File: src/rtl/pwr_pkg.sv
// Shared types and defaults for the WFI sleep controller.
package pwr_pkg;

  // Debug-visible encoding: RUN=0, ENTER=1, SLEEP=2, WAKE=3.
  typedef enum logic [1:0] {
    StRun   = 2'd0,
    StEnter = 2'd1,
    StSleep = 2'd2,
    StWake  = 2'd3
  } pwr_state_e;

  localparam int unsigned DefaultEntryDelay   = 4;
  localparam int unsigned DefaultSettleCycles = 16;

  // Width of a down-counter that must hold max(a, b) - 1; never narrower than 1 bit.
  function automatic int unsigned cnt_width(input int unsigned a, input int unsigned b);
    int unsigned m;
    m = (a > b) ? a : b;
    return (m > 1) ? $clog2(m) : 1;
  endfunction

endpackage

File: src/rtl/sync_bits.sv
// Multi-flop synchronizer for asynchronous level inputs; all bits share one chain depth.
module sync_bits #(
  parameter int unsigned WIDTH = 1,
  parameter int unsigned DEPTH = 2
) (
  input  logic             clk,
  input  logic             rst,
  input  logic [WIDTH-1:0] d,
  output logic [WIDTH-1:0] q
);

  logic [WIDTH-1:0] stage_q [DEPTH];

  // Shift the sampled inputs down the chain; reset clears every stage.
  always_ff @(posedge clk or posedge rst) begin
    if (rst) begin
      for (int i = 0; i < DEPTH; i++) stage_q[i] <= '0;
    end else begin
      stage_q[0] <= d;
      for (int i = 1; i < DEPTH; i++) stage_q[i] <= stage_q[i-1];
    end
  end

  assign q = stage_q[DEPTH-1];

endmodule

File: src/rtl/wfi_sleep_ctrl.sv
// WFI sleep controller: stalls the core, hands wfi to the PLL controller while asleep,
// and releases the core after a settle time once an interrupt is pending.
module wfi_sleep_ctrl
  import pwr_pkg::*;
#(
  parameter int unsigned ENTRY_DELAY   = DefaultEntryDelay,
  parameter int unsigned SETTLE_CYCLES = DefaultSettleCycles,
  parameter int unsigned SYNC_STAGES   = 2
) (
  input  logic        clk,
  input  logic        rst,
  input  logic        wfi_req,
  input  logic        irq_pending,
  input  logic        sleep_en,
  input  logic        cnt_clr,
  output logic        wfi_out,
  output logic        core_stall,
  output logic        wake_ack,
  output logic [1:0]  state_o,
  output logic [31:0] sleep_cycles
);

  localparam int unsigned CntW = cnt_width(ENTRY_DELAY, SETTLE_CYCLES);
  localparam logic [CntW-1:0] EntryLoad  = CntW'(ENTRY_DELAY - 1);
  localparam logic [CntW-1:0] SettleLoad = CntW'(SETTLE_CYCLES - 1);

  pwr_state_e      state_q;
  logic [CntW-1:0] cnt_q;
  logic            armed_q;
  logic [1:0]      sync_out;
  logic            wfi_s;
  logic            irq_s;

  sync_bits #(
    .WIDTH(2),
    .DEPTH(SYNC_STAGES)
  ) u_sync (
    .clk(clk),
    .rst(rst),
    .d  ({irq_pending, wfi_req}),
    .q  (sync_out)
  );

  assign wfi_s   = sync_out[0];
  assign irq_s   = sync_out[1];
  assign state_o = state_q;

  // Sleep sequencing FSM; outputs are registered so wfi_out only moves on a clk edge
  // (or asynchronously to 0 on reset).
  always_ff @(posedge clk or posedge rst) begin
    if (rst) begin
      state_q    <= StRun;
      cnt_q      <= '0;
      armed_q    <= 1'b0;
      wfi_out    <= 1'b0;
      core_stall <= 1'b0;
      wake_ack   <= 1'b0;
    end else begin
      wake_ack <= 1'b0;
      unique case (state_q)
        StRun: begin
          // Re-arm only once the request has been seen low, so a held wfi_req
          // cannot immediately re-enter after a wake.
          if (!wfi_s) armed_q <= 1'b1;
          if (wfi_s && sleep_en && !irq_s && armed_q) begin
            state_q    <= StEnter;
            cnt_q      <= EntryLoad;
            armed_q    <= 1'b0;
            core_stall <= 1'b1;
          end
        end
        StEnter: begin
          if (irq_s || !wfi_s || !sleep_en) begin
            state_q    <= StRun;
            wake_ack   <= 1'b1;
            core_stall <= 1'b0;
          end else if (cnt_q == '0) begin
            state_q <= StSleep;
            wfi_out <= 1'b1;
          end else begin
            cnt_q <= cnt_q - CntW'(1);
          end
        end
        StSleep: begin
          // Only a pending interrupt wakes; a dropped wfi_req is ignored here.
          if (irq_s) begin
            state_q <= StWake;
            cnt_q   <= SettleLoad;
            wfi_out <= 1'b0;
          end
        end
        StWake: begin
          if (cnt_q == '0) begin
            state_q    <= StRun;
            wake_ack   <= 1'b1;
            core_stall <= 1'b0;
          end else begin
            cnt_q <= cnt_q - CntW'(1);
          end
        end
        default: state_q <= StRun;
      endcase
    end
  end

  // Saturating residency counter; clear wins over increment.
  always_ff @(posedge clk or posedge rst) begin
    if (rst) begin
      sleep_cycles <= '0;
    end else if (cnt_clr) begin
      sleep_cycles <= '0;
    end else if (state_q == StSleep && sleep_cycles != '1) begin
      sleep_cycles <= sleep_cycles + 32'd1;
    end
  end

endmodule

File: config.mk
export PLATFORM = sky130hd
export DESIGN_NAME = wfi_sleep_ctrl
export DESIGN_NICKNAME = d
export VERILOG_FILES = /design/src/rtl/pwr_pkg.sv /design/src/rtl/sync_bits.sv /design/src/rtl/wfi_sleep_ctrl.sv
export SDC_FILE = /design/constraint.sdc
export NUM_CORES = 1
export LEC_CHECK = 0
export CAP_MARGIN = 20
export CORE_MARGIN = 2
export CORE_UTILIZATION = 35
export CTS_CLUSTER_DIAMETER = 100
export DETAILED_ROUTE_END_ITERATION = 16
export PLACE_DENSITY = 0.66
export SLEW_MARGIN = 0
export SYNTH_ARGS = -nofsm -noshare
export SYNTH_HDL_FRONTEND = slang
export SYNTH_SLANG_ARGS = --single-unit
File: constraint.sdc
create_clock -name clk -period 3.04 [get_ports clk]
set_input_delay 0.456 -clock clk [delete_from_list [all_inputs] [get_ports clk]]
set_output_delay 0.456 -clock clk [all_outputs]
set_load 0.1 [all_outputs]
Word-level counts from Yosys, hierarchy flattened
Index checks and enable logic that the tools add are counted.
- register bits: 46
- input bits: 6
- word-level logic and storage cells: 68
- add/sub/neg operators: 2
- equality and inequality tests: 12
- mux-type cells: 26
- reductions and logical operators: 19
- operators with widths (cell ; count):
    32-bit two-way mux ; 2
    32-bit by 1-bit adder with 32-bit output, second input constant ; 1
    32-bit != test, second input constant ; 1
    4-bit two-way mux ; 4
    4-bit case mux with 4 select lines ; 1
    2-bit != test, second input constant ; 6
    4-bit AND reduction ; 3
    1-bit two-way mux ; 10
    2-bit two-way mux ; 5
    2-bit case mux with 4 select lines ; 1
    2-bit == test, second input constant ; 2
    1-bit logical AND ; 4
    4-bit zero test ; 1
    1-bit case mux with 2 select lines ; 2
    2-bit nonzero test ; 2
    4-bit by 1-bit subtractor with 4-bit output, second input constant ; 1
    1-bit zero test ; 3
    3-bit != test, second input constant ; 1
    1-bit case mux with 3 select lines ; 1
    3-bit AND reduction ; 1
    3-bit nonzero test ; 1
    2-bit by 1-bit == test with 1-bit output, second input constant ; 1
    2-bit zero test ; 1
    1-bit logical OR ; 2
    2 further kinds ; 2

Depth between registers and ports, before layout
- word-level depth: 5
- mapped depth: 8
- mapped depth without buffers: 7

Hierarchy
A second synthesis with hierarchy kept.
- cells, all modules: 249
- area total of the unflattened synthesis: 2423.6 um2
- modules (own cells, without submodules) (module ; instances ; cells an instance ; area an instance (um2) ; seq. area each (um2)):
    wfi_sleep_ctrl ; 1 ; 242 ; 2304.7 ; 1051.0
    sync_bits ; 1 ; 7 ; 118.9 ; 100.1

Worst setup path after synthesis
No wires, ideal clock.
- kind: reg-to-reg
- start point: register sleep_cycles[3]
- end point: register sleep_cycles[29]
- library setup time: 119 ps
- data arrival time: 2644 ps
- required time: 2921 ps
- slack: 277 ps
- stages on the path, launching flop included: 7
- buffers on the path: 1
- clock period less this slack: 2763 ps
- cell sequence: dfrtp_1 -> nand4_4 -> or4_4 -> o311ai_2 -> buf_4 -> nor4_1 -> o21ba_1
- longest elaborated chain between the ends: 3
- ends and longest elaborated chain (item ; line ; source):
    start, declared ; wfi_sleep_ctrl.sv:20 ; output logic [31:0] sleep_cycles
    start signal, assigned ; wfi_sleep_ctrl.sv:113 ; sleep_cycles <= sleep_cycles + 32'd1;
    32-bit by 1-bit adder with 32-bit output or 32-bit != test (tied branches) ; wfi_sleep_ctrl.sv:113, wfi_sleep_ctrl.sv:112 ;
    32-bit two-way mux or 1-bit logical AND (tied branches) ; wfi_sleep_ctrl.sv:112 ; end else if (state_q == StSleep && sleep_cycles != '1) begin
    32-bit two-way mux or 2-bit nonzero test (tied branches) ; - ;
Parallel ways exist; a longest one is shown, timed or not. The select of a mux whose other input is x is not followed.
A chain may end at the register's enable or synchronous reset.

Final worst setup path
- start point: register sleep_cycles[0]
- end point: register sleep_cycles[19]
Same word-level chain as after synthesis.

==> load_flow_metrics.sql <==
INSERT INTO impl_metrics (metric_group, metric, value, unit) VALUES
('worst_setup_path', 'r2r_endpoint', 'sleep_cycles[19]$_DFFE_PP0P_', ''),
('floorplanning', 'die-area', '7950', 'µm²'),
('worst_setup_path', 'reg2reg_depth', '6', ''),
('pwr', 'power_switching', '0.386', 'mW'),
('sta', 'final.setup.tns', '0', 'ns'),
('logic_synthesis', 'ys_seq_area_share', '45.4', '%'),
('hold_path', 'worst_hold_path.endpoint', 'u_sync.q[0]$_DFF_PP0_', ''),
('logic_synthesis', 'syn_nets', '266', ''),
('sta', 'final_critical_period', '2.40', 'ns'),
('sta', 'worst_clock_skew', '0.00865', 'ns'),
('logic_synthesis', 'share_of_the_synthesized_area_in_the_top_cell_type', '45.4', '%'),
('worst_setup_path', 'crit_family', 'simple AND/OR/NAND/NOR gates', ''),
('final_layout', 'syn_to_final_growth', '21.5', '%'),
('pwr', 'combPwrFrac', '13.2', '%'),
('run_status', 'run_status', 'finished, final reports clean', ''),
('final_layout', 'finish.utilization', '43.2', '%'),
('place', 'place.port_buffers', '42', ''),
('cts', 'clk-insertion-delay-late', '0.31', 'ns'),
('cts', 'clk_root_buffer_cell', 'sky130_fd_sc_hd__clkbuf_8', ''),
('hold_path', 'hold_crit_depth', '0', ''),
('sta', 'timing_max_transition_violations_final', '0', ''),
('sta', 'setup_violations', '0', ''),
('logic_synthesis', 'post_synth_inst_count', '258', ''),
('cts', 'cts_made_buffers', '5', ''),
('hold_path', 'min_from', 'u_sync.stage_q[2]$_DFF_PP0_', ''),
('final_layout', 'design_area', '3080', 'µm²'),
('logic_synthesis', 'synth.ff_latch_count', '46', ''),
('logic_synthesis', 'synth_cell_types', '57', ''),
('floorplanning', 'core', '7140', 'µm²'),
('sta', 'max_slew.worst_pin.slew', '0.778', 'ns'),
('pwr', 'finalPower', '1.32', 'mW'),
('floorplanning', 'die_h', '89.1', 'µm'),
('pwr', 'power_leakage', '1.31', 'nW'),
('detailed_routing', 'total_vias_in_the_final_route', '2152', ''),
('final_layout', 'antenna-diode-count', '0', ''),
('worst_setup_path', 'cp_num_buf_inv', '0', ''),
('detailed_routing', 'route.detailed.drc', '0', ''),
('worst_setup_path', 'critical_path.reg2reg.startpoint', 'sleep_cycles[0]$_DFFE_PP0P_', ''),
('final_layout', 'layout_cell_share_with_drive_strength_beyond_1', '22.3', '%'),
('grt', 'grt_pass1_vias', '1964', ''),
('worst_setup_path', 'worstPathMaxFanout', '12', ''),
('pwr', 'netSwitchingFraction', '29.1', '%'),
('logic_synthesis', 'synthArstFlopShare', '100', '%'),
('pwr', 'seq_power_share', '51.3', '%'),
('worst_setup_path', 'critPathLaunchType', 'flop', ''),
('detailed_routing', 'post_drt_via_cell_ratio', '5.38', ''),
('pwr', 'internal_power', '0.938', 'mW'),
('logic_synthesis', 'synthesis.area', '2540', 'µm²'),
('worst_setup_path', 'timing.critical_path.arrival', '2.56', 'ns'),
('detailed_routing', 'antenna_left', '0', ''),
('place', 'detailedPlacementHpwl', '4170', 'µm'),
('pwr', 'ir_drop', '0.256', 'mV'),
('worst_setup_path', 'ff2ff_setup_slack', '0.64', 'ns'),
('grt', 'leftover_overflow_at_the_end_of_global_routing', '0', ''),
('worst_setup_path', 'worst_setup_path_startpoint', 'sleep_cycles[0]$_DFFE_PP0P_', ''),
('floorplanning', 'top_level_i_o_count', '43', ''),
('cts', 'cts.hold.buffers_added', '0', ''),
('grt', 'overall_track_demand_over_capacity_in_global_routing', '15.5', '%'),
('sta', 'clock.fmax', '417', 'MHz'),
('logic_synthesis', 'synthTopCellsByArea', 'sky130_fd_sc_hd__dfrtp_1, sky130_fd_sc_hd__a21oi_1, sky130_fd_sc_hd__nand2_1', ''),
('sta', 'layout_worst_path_cycle_share', '78.8', '%'),
('floorplanning', 'die_width', '89.1', 'µm'),
('worst_setup_path', 'critical_path_class', 'flop to flop', ''),
('floorplanning', 'initial_core_util', '35.6', '%'),
('flow_run', 'timing.max_cap.violations', '0', ''),
('sta', 'finalHoldViolCount', '0', ''),
('cts', 'sink_count', '46', ''),
('cts', 'clkTransAtPathRegs', '0.10', 'ns'),
('sta', 'rsz_0062_raised_after_global_routing', 'no', ''),
('place', 'gpl.final_weighted_congestion', '0.814', ''),
('pwr', 'p_per_area', '429', 'nW/µm²');
==> cell families after synthesis <==
group	after synthesis	synth area share, %
AND/OR/NAND/NOR	112	27.7
AO/OA/AOI/OAI	66	17.9
flip-flops	46	45.4
buffers and inverters	21	3.94
XOR/XNOR	6	2.07
multiplexers	5	2.12
adder cells (fa/ha/maj)	2	0.986
==> power by group through the flow <==
stage	registers, mW	clock network (mW)	logic [mW]
floorplan	0.741	0	0.0772
detailed placement	0.690	0	0.174
global placement	0.689	0	0.171
global route	0.686	0.505	0.192
finish	0.678	0.471	0.174
CTS	0.678	0.481	0.174
==> how the worst max path moves through the flow <==
| stage | end | slack (ns) | cells past startpoint |
|---|---|---|---|
| 2_1_floorplan | sleep_cycles[29]$_DFFE_PP0P_ | 0.28 | 6 |
| 3_3_place_gp | sleep_cycles[23]$_DFFE_PP0P_ | 0.70 | 5 |
| 6_report | sleep_cycles[19]$_DFFE_PP0P_ | 0.64 | 6 |
| 3_5_place_dp | sleep_cycles[19]$_DFFE_PP0P_ | 0.66 | 6 |
| 4_1_cts | sleep_cycles[19]$_DFFE_PP0P_ | 0.65 | 5 |
| 5_1_grt | sleep_cycles[21]$_DFFE_PP0P_ | 0.45 | 6 |
==> Yosys cell counts, types with 5 or more instances <==
cell / n
sky130_fd_sc_hd__o21ai_1: 5
sky130_fd_sc_hd__clkbuf_1: 5
sky130_fd_sc_hd__nand2_1: 21
sky130_fd_sc_hd__xnor2_1: 5
sky130_fd_sc_hd__dfrtp_1: 46
sky130_fd_sc_hd__nor2_1: 19
sky130_fd_sc_hd__nand4_1: 5
sky130_fd_sc_hd__o21ai_0: 13
sky130_fd_sc_hd__o31ai_1: 5
sky130_fd_sc_hd__or3_1: 12
sky130_fd_sc_hd__a21oi_1: 24
sky130_fd_sc_hd__nand3_1: 12
sky130_fd_sc_hd__or4_1: 7
sky130_fd_sc_hd__inv_1: 10
==> metal layers <==
| metal | routed length [µm] | global-route usage, % | vias to the layer above | part of all wire (%) |
|---|---|---|---|---|
| li1 | - | - | 1057 | - |
| met1 | 2660 | 21.5 | 1043 | 46 |
| met2 | 2740 | 24.1 | 45 | 48 |
| met3 | 251 | 2.77 | 7 | 4.4 |
| met4 | 85 | 6.11 | 0 | 1.5 |
| met5 | 0 | 0 | - | 0 |
==> layout make-up <==
class | count | area (µm²)
Fill cell | 729 | 4050
Multi-Input combinational cell | 191 | 1290
Sequential cell | 46 | 1150
Timing Repair Buffer | 46 | 370
Tap cell | 99 | 124
Clock buffer | 5 | 68.8
Clock inverter | 3 | 45.0
Inverter | 10 | 37.5
==> through the flow <==
step                      std cells  worst slack, ns
after floorplan                 258            0.277
after global placement          391            0.704
after detailed placement        391            0.659
after CTS                       399            0.652
after global routing            400            0.454
final                           400            0.644
==> worst reg2reg max path, stage by stage, from the launching register on <==
cell and delay (ns):
sky130_fd_sc_hd__dfrtp_1 0.47, sky130_fd_sc_hd__ha_1 0.25, sky130_fd_sc_hd__nand3_1 0.09, sky130_fd_sc_hd__or4_4 0.47, sky130_fd_sc_hd__o311ai_2 0.70, sky130_fd_sc_hd__or3_1 0.20
sky130_fd_sc_hd__a21oi_1 0.06
==> cells in the final DEF, fill, tap and decap left out, types with 3 or more instances in the layout <==
master                            instances
sky130_fd_sc_hd__a21oi_1                 24
sky130_fd_sc_hd__and4_1                   4
sky130_fd_sc_hd__buf_4                   40
sky130_fd_sc_hd__clkbuf_8                 5
sky130_fd_sc_hd__clkdlybuf4s50_1          5
sky130_fd_sc_hd__dfrtp_1                 46
sky130_fd_sc_hd__inv_1                    9
sky130_fd_sc_hd__mux2_1                   3
sky130_fd_sc_hd__nand2_1                 21
sky130_fd_sc_hd__nand3_1                 12
sky130_fd_sc_hd__nand4_1                  5
sky130_fd_sc_hd__nor2_1                  19
sky130_fd_sc_hd__nor3_1                   3
sky130_fd_sc_hd__nor4_1                   4
sky130_fd_sc_hd__o21ai_0                 13
sky130_fd_sc_hd__o21ai_1                  5
sky130_fd_sc_hd__o31ai_1                  5
sky130_fd_sc_hd__or3_1                   12
sky130_fd_sc_hd__or4_1                    7
sky130_fd_sc_hd__xnor2_1                  5
==> sequential cells by signal, summed over array words and instances, names as in the netlist, named ones only <==
| name | cells |
|---|---|
| armed_q | 1 |
| cnt_q | 4 |
| core_stall | 1 |
| sleep_cycles | 32 |
| state_o | 1 |
| u_sync.q | 2 |
| u_sync.stage_q | 2 |
| wake_ack | 1 |
| wfi_out | 1 |
(Power assumes the default switching activity.)
